==> src/rtl/pr_timer.sv <==
// -----------------------------------------------------------------------------
// pr_timer -- programmable interval timer on the processor-side bus.
//
// The bridge decodes the timer window and asserts sel; the timer owns three
// word registers (CTRL, PRESET, COUNT) and a four-state counting FSM
// (IDLE -> LOAD -> CNT -> INT). IRQ feeds one of the CPU HWInt lines.
//
// Ports:
//   clk    in   1   system clock, all state updates on the rising edge
//   reset  in   1   asynchronous active-low reset, clears all state
//   sel    in   1   bridge chip-select for this timer window
//   Addr   in  32   bus address, only Addr[3:2] (word offset) is decoded
//   We     in   1   write strobe, qualified by sel
//   Din    in  32   write data
//   Dout   out 32   read data, combinational from Addr[3:2]
//   IRQ    out  1   interrupt request (CTRL.IM & pending)
//
// Register map (Addr[3:2]):
//   0 CTRL   : [0] Enable, [2:1] Mode (01 auto-reload, else one-shot), [3] IM
//   1 PRESET : reload value
//   2 COUNT  : read-only current count
//   3        : reads 0
// -----------------------------------------------------------------------------
module pr_timer (
   input  logic        clk,
   input  logic        reset,
   input  logic        sel,
   input  logic [31:0] Addr,
   input  logic        We,
   input  logic [31:0] Din,
   output logic [31:0] Dout,
   output logic        IRQ
);

   localparam logic [1:0] ST_IDLE     = 2'd0;
   localparam logic [1:0] ST_LOAD     = 2'd1;
   localparam logic [1:0] ST_CNT      = 2'd2;
   localparam logic [1:0] ST_INT      = 2'd3;

   localparam logic [1:0] OFF_CTRL    = 2'd0;
   localparam logic [1:0] OFF_PRESET  = 2'd1;
   localparam logic [1:0] OFF_COUNT   = 2'd2;

   localparam logic [1:0] MODE_RELOAD = 2'b01;

   logic [3:0]  r_ctrl;
   logic [31:0] r_preset;
   logic [31:0] r_count;
   logic [1:0]  r_state;
   logic        r_pending;

   logic [3:0]  w_ctrl_nxt;
   logic [31:0] w_preset_nxt;
   logic [31:0] w_count_nxt;
   logic [1:0]  w_state_nxt;
   logic        w_pending_nxt;
   logic        w_pend_set;
   logic        w_pend_clr;
   logic        w_wr_ctrl;
   logic        w_wr_preset;
   logic        w_unused_addr;

   assign w_wr_ctrl     = sel & We & (Addr[3:2] == OFF_CTRL);
   assign w_wr_preset   = sel & We & (Addr[3:2] == OFF_PRESET);
   // Only the word offset is decoded; the rest of the address is don't-care.
   assign w_unused_addr = ^{Addr[31:4], Addr[1:0]};

   // Next-state logic: FSM step first, then CPU writes override the fields they touch.
   always_comb begin
      w_ctrl_nxt   = r_ctrl;
      w_preset_nxt = r_preset;
      w_count_nxt  = r_count;
      w_state_nxt  = r_state;
      w_pend_set   = 1'b0;
      w_pend_clr   = 1'b0;

      case (r_state)
         ST_IDLE: begin
            if (r_ctrl[0]) begin
               w_state_nxt = ST_LOAD;
            end else begin
               w_state_nxt = ST_IDLE;
            end
         end
         ST_LOAD: begin
            w_count_nxt = r_preset;
            w_state_nxt = ST_CNT;
         end
         ST_CNT: begin
            if (!r_ctrl[0]) begin
               // Disabled mid-count: park in IDLE with COUNT frozen.
               w_state_nxt = ST_IDLE;
            end else if (r_count > 32'd1) begin
               w_count_nxt = r_count - 32'd1;
            end else begin
               // COUNT==1 reaches zero now; COUNT==0 (PRESET 0) fires without decrementing.
               w_count_nxt = 32'd0;
               w_state_nxt = ST_INT;
               w_pend_set  = 1'b1;
            end
         end
         ST_INT: begin
            if (r_ctrl[2:1] == MODE_RELOAD) begin
               w_pend_clr  = 1'b1;
               w_state_nxt = ST_LOAD;
            end else begin
               w_ctrl_nxt[0] = 1'b0;
               w_state_nxt   = ST_IDLE;
            end
         end
         default: begin
            w_state_nxt = ST_IDLE;
         end
      endcase

      // A CPU write to CTRL on the same edge as the one-shot Enable clear wins.
      if (w_wr_ctrl) begin
         w_ctrl_nxt = Din[3:0];
      end else begin
         w_ctrl_nxt = w_ctrl_nxt;
      end

      // PRESET only reaches COUNT at the next LOAD.
      if (w_wr_preset) begin
         w_preset_nxt = Din;
      end else begin
         w_preset_nxt = r_preset;
      end

      // Setting pending takes priority over any clear on the same edge.
      if (w_pend_set) begin
         w_pending_nxt = 1'b1;
      end else if (w_pend_clr | w_wr_ctrl | w_wr_preset) begin
         w_pending_nxt = 1'b0;
      end else begin
         w_pending_nxt = r_pending;
      end
   end

   // Timer state registers with asynchronous clear.
   always_ff @(posedge clk or negedge reset) begin
      if (!reset) begin
         r_ctrl    <= 4'd0;
         r_preset  <= 32'd0;
         r_count   <= 32'd0;
         r_state   <= ST_IDLE;
         r_pending <= 1'b0;
      end else begin
         r_ctrl    <= w_ctrl_nxt;
         r_preset  <= w_preset_nxt;
         r_count   <= w_count_nxt;
         r_state   <= w_state_nxt;
         r_pending <= w_pending_nxt;
      end
   end

   // Zero-latency read mux, independent of sel and We.
   always_comb begin
      case (Addr[3:2])
         OFF_CTRL:   Dout = {28'd0, r_ctrl};
         OFF_PRESET: Dout = r_preset;
         OFF_COUNT:  Dout = r_count;
         default:    Dout = 32'd0;
      endcase
   end

   assign IRQ = r_ctrl[3] & r_pending;

endmodule

==> config.mk <==
export PLATFORM = sky130hd
export DESIGN_NAME = pr_timer
export DESIGN_NICKNAME = d
export VERILOG_FILES = /design/src/rtl/pr_timer.sv
export SDC_FILE = /design/constraint.sdc
export NUM_CORES = 1
export LEC_CHECK = 0
export ABC_AREA = 1
export BUFFER_PORTS_ARGS = -buffer_cell sky130_fd_sc_hd__buf_2
export CORE_ASPECT_RATIO = 0.6
export CORE_UTILIZATION = 49
export DETAILED_ROUTE_END_ITERATION = 10
export PLACE_DENSITY = 0.86
export SLEW_MARGIN = 20
export SYNTH_ARGS = -nofsm -noshare
export SYNTH_HDL_FRONTEND = slang
export SYNTH_SLANG_ARGS = --single-unit
==> constraint.sdc <==
create_clock -name clk -period 1.5 [get_ports clk]
set_input_delay 0.075 -clock clk [delete_from_list [all_inputs] [get_ports clk]]
set_output_delay 0.075 -clock clk [all_outputs]
set_load 0.02 [all_outputs]
* Word-level counts from Yosys, hierarchy flattened
Cells that the tools add are included.
W data, S select, Z words.
** Word-level totals
- Register bits :: 71
- Bits of input ports :: 68
- Output and inout port bits :: 33
** Cells by class
- Add/subtract/negate cells :: 1
- Magnitude comparators :: 1
- Equal/unequal tests :: 9
- Muxes and demuxes :: 19
- Bitwise operators :: 6
- Reduce and logical (&&, ||, !) cells :: 7
** Operators with widths (number)
- $pmux W32 S3 :: 1
- $mux W32 :: 2
- $pmux W32 S2 :: 1
- $gt A32 B1 Y1 const B :: 1
- $sub A32 B1 Y32 const B :: 1
- $mux W1 :: 12
- $pmux W2 S4 :: 1
- $eq A2 B1 Y1 const B :: 3
- $eq A2 B2 Y1 const B :: 3
- $reduce_bool A2 Y1 :: 3
- $and A1 B1 Y1 :: 4
- $logic_not A2 Y1 :: 2
- $mux W2 :: 2
- $ne A2 B2 Y1 const B :: 2
- $reduce_and A2 Y1 :: 2
- $ne A3 B3 Y1 const B :: 1
- $or A1 B1 Y1 :: 2

* Logic depth before layout (Yosys ltp)
Gate-level depths: netlist of run 1.
- Depth after elaboration :: 7
- Depth in mapped cells :: 10
- Gate-level depth less buffers :: 10

* Worst setup path before layout of run 1
OpenSTA, ideal clock, no wires.
- Path kind :: reg2reg
- Start :: register r_count[0]
- End :: register r_count[20]
- Library setup time :: 0.124 ns
- Arrival time :: 1.452 ns
- Data required time :: 1.376 ns
- Path slack :: -0.076 ns
- Cell stages (with the launch flop) :: 11
- Path buffers :: 1
- Period minus slack after synthesis :: 1.576 ns
- Cell sequence :: dfrtp_1 inv_1 ha_1 nand2_4 nor2_4 nand2_4 nand2_2 a21oi_4 buf_6 nand2_1 a21oi_2
** Between the ends
- Longest elaborated chain between the ends :: 4
- Elaborated cells on any way between the ends :: 5
- Classes of those cells :: 1 x add/sub; 1 x order compare; 3 x mux
** RTL lines
- from (decl) :: line 48 : logic [31:0] r_count;
- from (signal assigned) :: line 151 : r_count <= w_count_nxt;
- $sub A32 B1 Y32 / $gt A32 B1 Y1 (equally long branches) :: line 94, 93
- $mux W32 * :: line 93 : end else if (r_count > 32'd1) begin
- $mux W32 * :: line 90 : if (!r_ctrl[0]) begin
- $pmux W32 S2 * :: line 77 : case (r_state)
Mark *: on every way between the ends. The rest lies on a longest branch, timed or not. The select of a mux whose other input is x is not followed.
A chain may end at the register's enable or synchronous reset.

* Worst setup path after layout of run 1
- Start :: register r_count[0]
- End :: register r_count[6]
Same word-level chain as after synthesis.

==> results of run 1 <==
-- worst min-delay path by stage --
stage | slack [ns] | endpoint
global placement | 0.13 | r_preset[8]$_DFFE_PN0P_
detailed placement | 0.14 | r_preset[10]$_DFFE_PN0P_
global route | 0.02 | r_preset[2]$_DFFE_PN0P_
CTS | 0.005 | r_ctrl[2]$_DFFE_PN0P_
floorplan | -0.22 | r_count[0]$_DFFE_PN0P_
finish | 0.005 | r_ctrl[2]$_DFFE_PN0P_
-- Yosys cell counts --
library cell / count
buf_6: 3
buf_2: 4
nand2_4: 3
nand3b_1: 1
nand2_2: 1
nor3_2: 1
nor2_1: 88
a22oi_2: 1
nor2_4: 1
a21oi_2: 10
nand3_2: 8
or2_2: 2
nor3_1: 3
nand4_1: 5
inv_2: 2
nand2_1: 207
clkbuf_1: 17
inv_1: 54
a21oi_1: 22
xor2_1: 9
nor2_2: 4
ha_1: 2
and2_1: 1
o211ai_1: 4
dfrtp_1: 71
o21ai_0: 79
a21oi_4: 1
o311ai_0: 1
nand3_1: 24
-- placed cells by master, fill, tap and decap left out, drive strengths merged, types with 2 or more instances in the layout --
master and instances:
o211ai 4, nor3 4, or2 2, dfrtp 71
xor2 9, clkinvlp 2, buf 178, bufinv 2
nand4 5, clkbuf 11, a21oi 33, ha 2
o21ai 79, nand3 32, dlygate4sd3 30, inv 56
nor2 93, nand2 211
-- per-stage QoR --
| stage | area (µm²) | setup TNS, ns |
|---|---|---|
| 3_3_place_gp | 5420 | -1.48 |
| 3_5_place_dp | 5420 | -3.72 |
| 5_1_grt | 6630 | -8.86 |
| 2_1_floorplan | 4350 | 0 |
| 6_report | 6630 | -6.35 |
| 4_1_cts | 6470 | -3.27 |
-- layer usage --
metal | share of wire (%) | vias to the layer above | GRT usage (%)
met5 | 0 | - | 0
met4 | 4.5 | 0 | 15.4
met3 | 9.2 | 88 | 8.33
met2 | 44 | 356 | 56.9
met1 | 42 | 2416 | 47.3
li1 | - | 2396 | -
-- tightest hold or removal path: cells and delay by family --
kind	cells	cell delay, ns
buffers and inverters	2	0.15
AO/OA/AOI/OAI	1	0.08
-- what timing repair did --
action,in CTS,in global routing
hold buffers,30,0
cloned,2,0
endpoints found under the hold margin,100,0
buffers inserted,20,3
endpoints found under the setup margin,34,40
pin swaps,27,13
resized for setup,67,52
-- logic make-up (layout without fill, tap and decap cells) --
logic type | after synthesis | after routing | share of synthesized area [%]
AO/OA/AOI/OAI | 118 | 118 | 15.2
adder cells (fa/ha/maj) | 2 | 2 | 0.577
AND/OR/NAND/NOR | 349 | 349 | 33.8
XOR/XNOR | 9 | 9 | 1.82
flip-flops | 71 | 71 | 41.0
buffers and inverters | 80 | 280 | 7.56
-- final cells by class --
class	instances	area [µm²]	area share [%]
inverters	56	210	3.17
well taps	112	140	2.11
clock inverters	5	80.1	1.21
clock buffers	11	253	3.81
repair buffers	208	1610	24.2
multi-input cells	478	2560	38.6
flip-flops and latches	71	1780	26.8
-- power groups by stage --
stage               Sequential [W]  Clock, W  Combinational, W
floorplan                  0.00314         0           0.00282
global placement           0.00313         0           0.00490
detailed placement         0.00317         0           0.00509
CTS                        0.00322   0.00239           0.00598
global route               0.00334   0.00250           0.00705
finish                     0.00329   0.00240           0.00655
-- flip-flops by register name, indices dropped and copies added, names as in the netlist --
| name | count |
|---|---|
| r_ctrl | 4 |
| r_count | 32 |
| r_state | 2 |
| r_preset | 32 |
| r_pending | 1 |
==> impl_metrics.tcl, run 1 <==
set metrics [dict create \
    run_status "complete, but fails checks" \
    violations "negative setup slack" \
    synth-seq-cells 71 \
    slew_viol_final 0 \
    core_um2 8560 \
    clkTransAtPathRegs_ns 0.06 \
    vdd_drop_max_v 0.000983 \
    comb_power_share_pct 53.5 \
    fmax_ghz 0.563 \
    fp.dieH_um 74.9 \
    syn_inst 629 \
    fillers 590 \
    track_usage_pct 35.7 \
    num_rows 26 \
    crit_end "r_count[6]$_DFFE_PN0P_" \
    placed_cells 872 \
    fin_util_pct 77.5 \
    layout.cells.non_filler 941 \
    worst-endpoint-arrival_ns 2.05 \
    cts.sinks 71 \
    synth_area_per_cell_um2 6.89 \
    critPathMaxFanout 9 \
    yosys_warnings 0 \
    drtPass1Iterations 8 \
    ant_nets 0 \
    cell_internal_pwr_w 0.00702 \
    place_ws_ns -0.183 \
    num_antenna_cells 0 \
    nNetsFinal 894 \
    ff2ff_setup_slack_ns -0.28 \
    viasPerCell 5.59 \
    overflow 0 \
    drt_iter0_markers 523 \
    worst_slack_ns -0.278 \
    end_kind "flop" \
    numCtsBuffers 9 \
    grt_pass1_wl_um 24200 \
    drc 0 \
    seqPwrFrac_pct 26.9 \
    htreeDepth 3 \
    portBuffers 70 \
    cts_buffer_depth 2 \
    hold_class "in -> reg" \
    hold_start "Din[2]" \
    finalHoldViolations 0 \
    post-route-period-util_pct 119 \
    p_per_area_nw_per_um2 1850 \
    max_stage_delay_ns 0.44 \
    vias 5256 \
    post_drt_wl_per_cell_um 17.3 \
    critPathRequiredTime_ns 1.77 \
    synth.distinct_cells 29 \
    clk_latency_ns 0.35 \
    critPathMostFrequentCell "nand2_1" \
    pin_count 101 \
    cpMaxStageDelayCell "dfrtp_2" \
    worst-path-stages 10 \
    cts_tree "done" \
    setup_viol 34 \
    finalPower_w 0.0122 \
    yosysSeqAreaShare_pct 41.0 \
    holdWs_ns 0.00456 \
    rr_startpoint "r_count[0]$_DFFE_PN0P_" \
    tightest_slew_ns 0.426 \
    syn_area_um2 4340 \
    wirelength_um 16300 \
    synth.top_cell.area_share_pct 41.0 \
    gp_congestion 0.964 \
    ys_top_cells_by_area "dfrtp_1 41%, nand2_1 18%, o21ai_0 9.1%, nor2_1 7.6%, inv_1 4.7%" \
    path_class "reg -> reg" \
    cts-root-buf "clkbuf_16" \
    start_util_pct 50.7 \
    drive_above_1_share_pct 36.4 \
    fin_crit_ns 1.78 \
    worstReg2RegEnd "r_count[6]$_DFFE_PN0P_" \
    grt_pass1_vias 4867 \
    leakage_nw 3.20 \
    p_sw_w 0.00522 \
    grt_setup_unrepaired "true" \
    die_area_um2 9240 \
    crit_family "flip-flops" \
    fp.dieW_um 123 \
    synth_top_cell_by_area "dfrtp_1" \
    antenna_found_initial 0 \
    grt_max_degree 72 \
    syn_nets 699 \
    swShare_pct 42.7 \
    skew_ns 0.00737 \
    worstPathCellList "ha_4 > nand2_1 > nor2_2 > nand2_2 > nand2_4 > a21oi_4 > buf_4 > buf_16 > nand2_1 > a21oi_1" \
    clkPwrFrac_pct 19.6 \
    drv_cap 0 \
    start_kind "flop" \
    area_delta_synth_final_pct 53.0 \
    post-dp-hpwl_um 9810 \
    reg2reg_depth 10 \
    cp-startpoint "r_count[0]$_DFFE_PN0P_" \
    hold_depth 3 \
    crit_buf_inv 2 \
    relSlewSlack_pct 71.6 \
]
Note: power is estimated with default switching activity, not from simulation.
==> inputs of run 2 (changes only) <==
--- a/config.mk
+++ b/config.mk
@@ -11,6 +11,7 @@
 export CORE_UTILIZATION = 49
 export DETAILED_ROUTE_END_ITERATION = 10
 export PLACE_DENSITY = 0.86
+export SKIP_CTS_REPAIR_TIMING = 1
 export SLEW_MARGIN = 20
 export SYNTH_ARGS = -nofsm -noshare
 export SYNTH_HDL_FRONTEND = slang
==> constraint.sdc (replaced) <==
create_clock -name clk -period 1.5 [get_ports clk]
set_input_delay 0.15 -clock clk [delete_from_list [all_inputs] [get_ports clk]]
set_output_delay 0.15 -clock clk [all_outputs]
set_load 0.02 [all_outputs]
==> run 2 against run 1 <==
Compared with the run above: the run ends with negative hold slack, negative setup slack left; sequential power hardly changed; sequential share of layout area is 1.7 points higher; non-clock buffer count is 30 lower; via count is 4.7% lower; power is 3.6% lower; cell count is 3.3% lower; global-route usage is 3.3 points lower; routed wire length is 7.2% lower; register-to-register slack hardly changed; critical path type unchanged; highest routed layer unchanged.
==> impl_metrics.tcl, run 2 (synthesized netlist as in run 1, its figures left out) <==
set metrics [dict create \
    cts-root-buf "clkbuf_16" \
    worst_slack_ns -0.268 \
    crit_buf_inv 3 \
    critPathMaxFanout 9 \
    drv_cap 0 \
    skew_ns 0.00578 \
    numCtsBuffers 9 \
    post-dp-hpwl_um 10200 \
    grt-busiest-layer "met2" \
    leakage_nw 3.05 \
    fp.dieH_um 74.9 \
    clk_latency_ns 0.35 \
    post-route-period-util_pct 118 \
    worst-endpoint-arrival_ns 2.04 \
    wirelength_um 15100 \
    end_kind "flop" \
    place_area_um2 5510 \
    num_rows 26 \
    overflow 0 \
    nNetsFinal 864 \
    relSlewSlack_pct 72.5 \
    max_stage_delay_ns 0.41 \
    reg_top3 "r_count: 32 flops, r_preset: 32 flops, r_ctrl: 4 flops" \
    clkTransAtPathRegs_ns 0.06 \
    fmax_ghz 0.566 \
    design_area_um2 6230 \
    layout_common_cells "200 x nand2_1, 100 x buf_4, 76 x nor2_1, 70 x dfrtp_1, 61 x o21ai_0" \
    gp_congestion 0.975 \
    cpMaxStageDelayCell "dfrtp_1" \
    place_ws_ns -0.214 \
    vdd_drop_max_v 0.000806 \
    drive_above_1_share_pct 34.2 \
    p_per_area_nw_per_um2 1890 \
    num_antenna_cells 0 \
    path_class "reg -> reg" \
    slew_viol_final 0 \
    pin_count 101 \
    layout.cells.non_filler 910 \
    grt_pass1_vias 4505 \
    portBuffers 70 \
    start_util_pct 50.7 \
    holdWs_ns -0.0106 \
    drtPass1Iterations 6 \
    post_drt_wl_per_cell_um 16.6 \
    grt_max_degree 40 \
    drc 0 \
    grt_use_met1_pct 45.2 \
    placed_cells 883 \
    cts_buffer_depth 2 \
    worstPathCellList "inv_2 > ha_4 > nand2_8 > nor2_4 > nand2_4 > nand2_4 > a21oi_4 > buf_12 > clkbuf_16 > nand2_1 > a21oi_1" \
    viasPerCell 5.51 \
    cts.sinks 71 \
    antenna_found_initial 1 \
    die_area_um2 9240 \
    final_common_cell "nand2_1" \
    cts_tree "done" \
    use_met2_pct 49.3 \
    fp.dieW_um 123 \
    tightest_slew_ns 0.413 \
    start_kind "flop" \
    fin_crit_ns 1.77 \
    critPathRequiredTime_ns 1.77 \
    ant_nets 0 \
    grt_setup_unrepaired "true" \
    violations "negative hold slack, negative setup slack" \
    track_usage_pct 32.4 \
    run_status "complete, but fails checks" \
    critPathMostFrequentCell "nand2_4" \
    finalPower_w 0.0118 \
    finalHoldViolations 6 \
    crit_family "flip-flops" \
    setup_viol 33 \
    core_um2 8560 \
    grt_pass1_wl_um 22200 \
    htreeDepth 3 \
    area_delta_synth_final_pct 43.8 \
    hold_class "in -> reg" \
    grt_util_met3_pct 7.50 \
    drt_iter0_markers 469 \
    vias 5010 \
]
[run 2: worst min-delay path: stages]
cell and delay [ns]:
buf_2 0.07, nand2_1 0.04, nand2_1 0.04
[run 2: path summary, 6_finish.rpt]
kind,depth (start not counted),startpoint,end,slack [ns]
worst max-delay path,11,r_count[0]$_DFFE_PN0P_,r_count[2]$_DFFE_PN0P_,-0.27
worst min-delay path,3,Din[21],r_preset[21]$_DFFE_PN0P_,-0.01
worst max register to register,11,r_count[0]$_DFFE_PN0P_,r_count[2]$_DFFE_PN0P_,-0.27
worst min register to register,2,r_preset[26]$_DFFE_PN0P_,r_preset[26]$_DFFE_PN0P_,0.51
max in group asynchronous,3,reset,r_count[3]$_DFFE_PN0P_,0.67
min in group asynchronous,2,reset,r_count[13]$_DFFE_PN0P_,0.27
[run 2: final cells by class]
type                       instances  area [µm²]
clock buffer                       9         225
clock inverter                     6        86.3
fill                             670        2320
inverter                          56         213
multi-input combinational        478        2450
sequential                        71        1780
tap                              112         140
timing repair buffer             178        1350
[run 2: through the flow]
stage / util [%] / TNS [ns]
floorplan: - / 0
global placement: 64.4 / -3.01
detailed placement: 64.4 / -4.75
CTS: 68.0 / -5.28
global route: 72.9 / -9.99
finish: 72.9 / -7.92
[run 2: metal layers]
metal / wire length [µm] / share of wire (%)
met1: 6610 / 44
met5: 0 / 0
met4: 386 / 2.6
met3: 1350 / 9.0
met2: 6780 / 45
[run 2: where the power goes]
group          leakage (nW)  switching [W]  total, W  internal, W
clock                 0.151       0.000871   0.00231      0.00144
combinational          2.04        0.00345   0.00622      0.00277
sequential            0.858       0.000668   0.00327      0.00260
==> inputs of run 3 (changes only) <==
==> constraint.sdc (replaced) <==
create_clock -name clk -period 1.6 [get_ports clk]
set_input_delay 0.16 -clock clk [delete_from_list [all_inputs] [get_ports clk]]
set_output_delay 0.16 -clock clk [all_outputs]
set_load 0.02 [all_outputs]
==> run 3 against run 2 <==
Compared with the run above: the run ends with negative setup slack left; routed wire length down 6.6%; via count decreased by 4.2%; sequential power down 5%.
==> impl_metrics.tcl, run 3 (synthesized netlist as in run 1, its figures left out) <==
set metrics [dict create \
    run_status "complete, but fails checks" \
    violations "negative setup slack" \
    max_stage_delay_ns 0.43 \
    clk_latency_ns 0.34 \
    overflow 0 \
    reg_top3 "r_count: 32 flops, r_preset: 32 flops, r_ctrl: 4 flops" \
    post-route-period-util_pct 107 \
    slew_viol_final 0 \
    finalHoldViolations 0 \
    grt_pass1_wl_um 20600 \
    post-dp-hpwl_um 9430 \
    tightest_slew_ns 0.400 \
    start_util_pct 50.7 \
    grt_setup_unrepaired "true" \
    seqPwrFrac_pct 29.2 \
    fillers 693 \
    layout_common_cells "194 x nand2_1, 71 x o21ai_0, 70 x buf_2, 70 x dfrtp_1, 65 x nor2_1" \
    viasPerCell 5.46 \
    final_common_cell "nand2_1" \
    area_delta_synth_final_pct 39.5 \
    end_kind "flop" \
    hold_class "in -> reg" \
    post_drt_wl_per_cell_um 16.1 \
    worst_slack_ns -0.117 \
    leakage_nw 2.91 \
    setup_viol 33 \
    cts-root-buf "clkbuf_16" \
    drive_above_1_share_pct 34.9 \
    swShare_pct 42.8 \
    worst-endpoint-arrival_ns 1.93 \
    critPathMostFrequentCell "nand2_2" \
    placed_cells 851 \
    holdWs_ns 0.0114 \
    skew_ns 0.00789 \
    place_ws_ns -0.128 \
    grt_pass1_vias 4253 \
    drv_cap 0 \
    vias 4798 \
    finalPower_w 0.0107 \
    numCtsBuffers 9 \
    clkPwrFrac_pct 21.0 \
    layout.cells.non_filler 878 \
    fp.dieW_um 123 \
    wirelength_um 14100 \
    pin_count 101 \
    vdd_drop_max_v 0.000811 \
    path_class "reg -> reg" \
    cts_tree "done" \
    start_kind "flop" \
    drt_iter0_markers 405 \
    die_area_um2 9240 \
    drc 0 \
    htreeDepth 3 \
    gp_congestion 0.989 \
    relSlewSlack_pct 73.3 \
    comb_power_share_pct 49.8 \
    p_per_area_nw_per_um2 1770 \
    cpMaxStageDelayCell "dfrtp_1" \
    fp.dieH_um 74.9 \
    core_um2 8560 \
    multi_input_area_um2 2550 \
    p_sw_w 0.00458 \
    nNetsFinal 831 \
    portBuffers 70 \
    worstPathCellList "nor2_2 > nand2_2 > nor2_4 > nand2_2 > nand2_4 > a21oi_4 > buf_12 > clkbuf_16 > nand3_2 > a21oi_2" \
    ant_nets 0 \
    cts.sinks 71 \
    grt_max_degree 72 \
    critPathRequiredTime_ns 1.81 \
    num_rows 26 \
    fmax_ghz 0.582 \
    cts_buffer_depth 2 \
    drtPass1Iterations 6 \
    register_area_um2 1780 \
    critPathMaxFanout 6 \
    track_usage_pct 29.8 \
    cell_internal_pwr_w 0.00611 \
    antenna_found_initial 0 \
    num_antenna_cells 0 \
    fin_crit_ns 1.72 \
    fin_util_pct 70.7 \
    clkTransAtPathRegs_ns 0.06 \
]
[run 3: cell types whose count changed in the layout (fill, tap and decap cells not counted), moves of 6 or more]
| cell | previous run | this run |
|---|---|---|
| buf_2 | 60 | 70 |
| buf_4 | 100 | 64 |
| nand2_1 | 200 | 194 |
| nand2_2 | 7 | 13 |
| nand3_2 | 12 | 18 |
| nor2_1 | 76 | 65 |
| nor2_4 | 3 | 9 |
| o21ai_0 | 61 | 71 |
| o21ai_1 | 14 | 6 |
[run 3: worst max-delay path, delay by kind of cell (launching register included)]
kind	cells	cell delay, ns
flip-flops	1	0.43
buffers and inverters	2	0.31
AO/OA/AOI/OAI	2	0.12
AND/OR/NAND/NOR	6	0.74
[run 3: area by class of cell]
type | count | area share, %
clock inverters | 5 | 1.32
repair buffers | 145 | 17.2
clock buffers | 11 | 4.18
multi-input cells | 478 | 42.1
well taps | 112 | 2.32
inverters | 56 | 3.48
flip-flops and latches | 71 | 29.4
[run 3: final timing paths]
kind	start	to	slack (ns)	cells past startpoint
max	r_count[8]$_DFFE_PN0P_	r_count[17]$_DFFE_PN0P_	-0.12	10
min	Din[21]	r_preset[21]$_DFFE_PN0P_	0.01	3
max reg2reg	r_count[8]$_DFFE_PN0P_	r_count[17]$_DFFE_PN0P_	-0.12	10
min reg2reg	r_preset[21]$_DFFE_PN0P_	r_preset[21]$_DFFE_PN0P_	0.50	2
max in group asynchronous	reset	r_count[17]$_DFFE_PN0P_	0.89	3
min in group asynchronous	reset	r_preset[5]$_DFFE_PN0P_	0.39	3
[run 3: power by group through the flow]
stage | clock (W) | sequential [W] | combinational (W)
2_1_floorplan | 0 | 0.00295 | 0.00262
3_3_place_gp | 0 | 0.00294 | 0.00423
3_5_place_dp | 0 | 0.00299 | 0.00437
4_1_cts | 0.00226 | 0.00297 | 0.00443
5_1_grt | 0.00234 | 0.00318 | 0.00579
6_report | 0.00225 | 0.00312 | 0.00532
[run 3: stage by stage]
step,setup TNS (ns),instance area [µm²]
6_report,-3.09,6050
5_1_grt,-4.93,6050
4_1_cts,-3.30,5570
3_5_place_dp,-2.33,5240
3_3_place_gp,-1.29,5240
2_1_floorplan,0,4340
[run 3: layer usage]
layer / up-vias / track usage (%) / wire length, µm
met5: - / 0 / 0
met4: 0 / 7.76 / 233
met3: 23 / 5.83 / 1100
met2: 217 / 46.2 / 6240
met1: 2298 / 42.9 / 6560
li1: 2260 / - / -
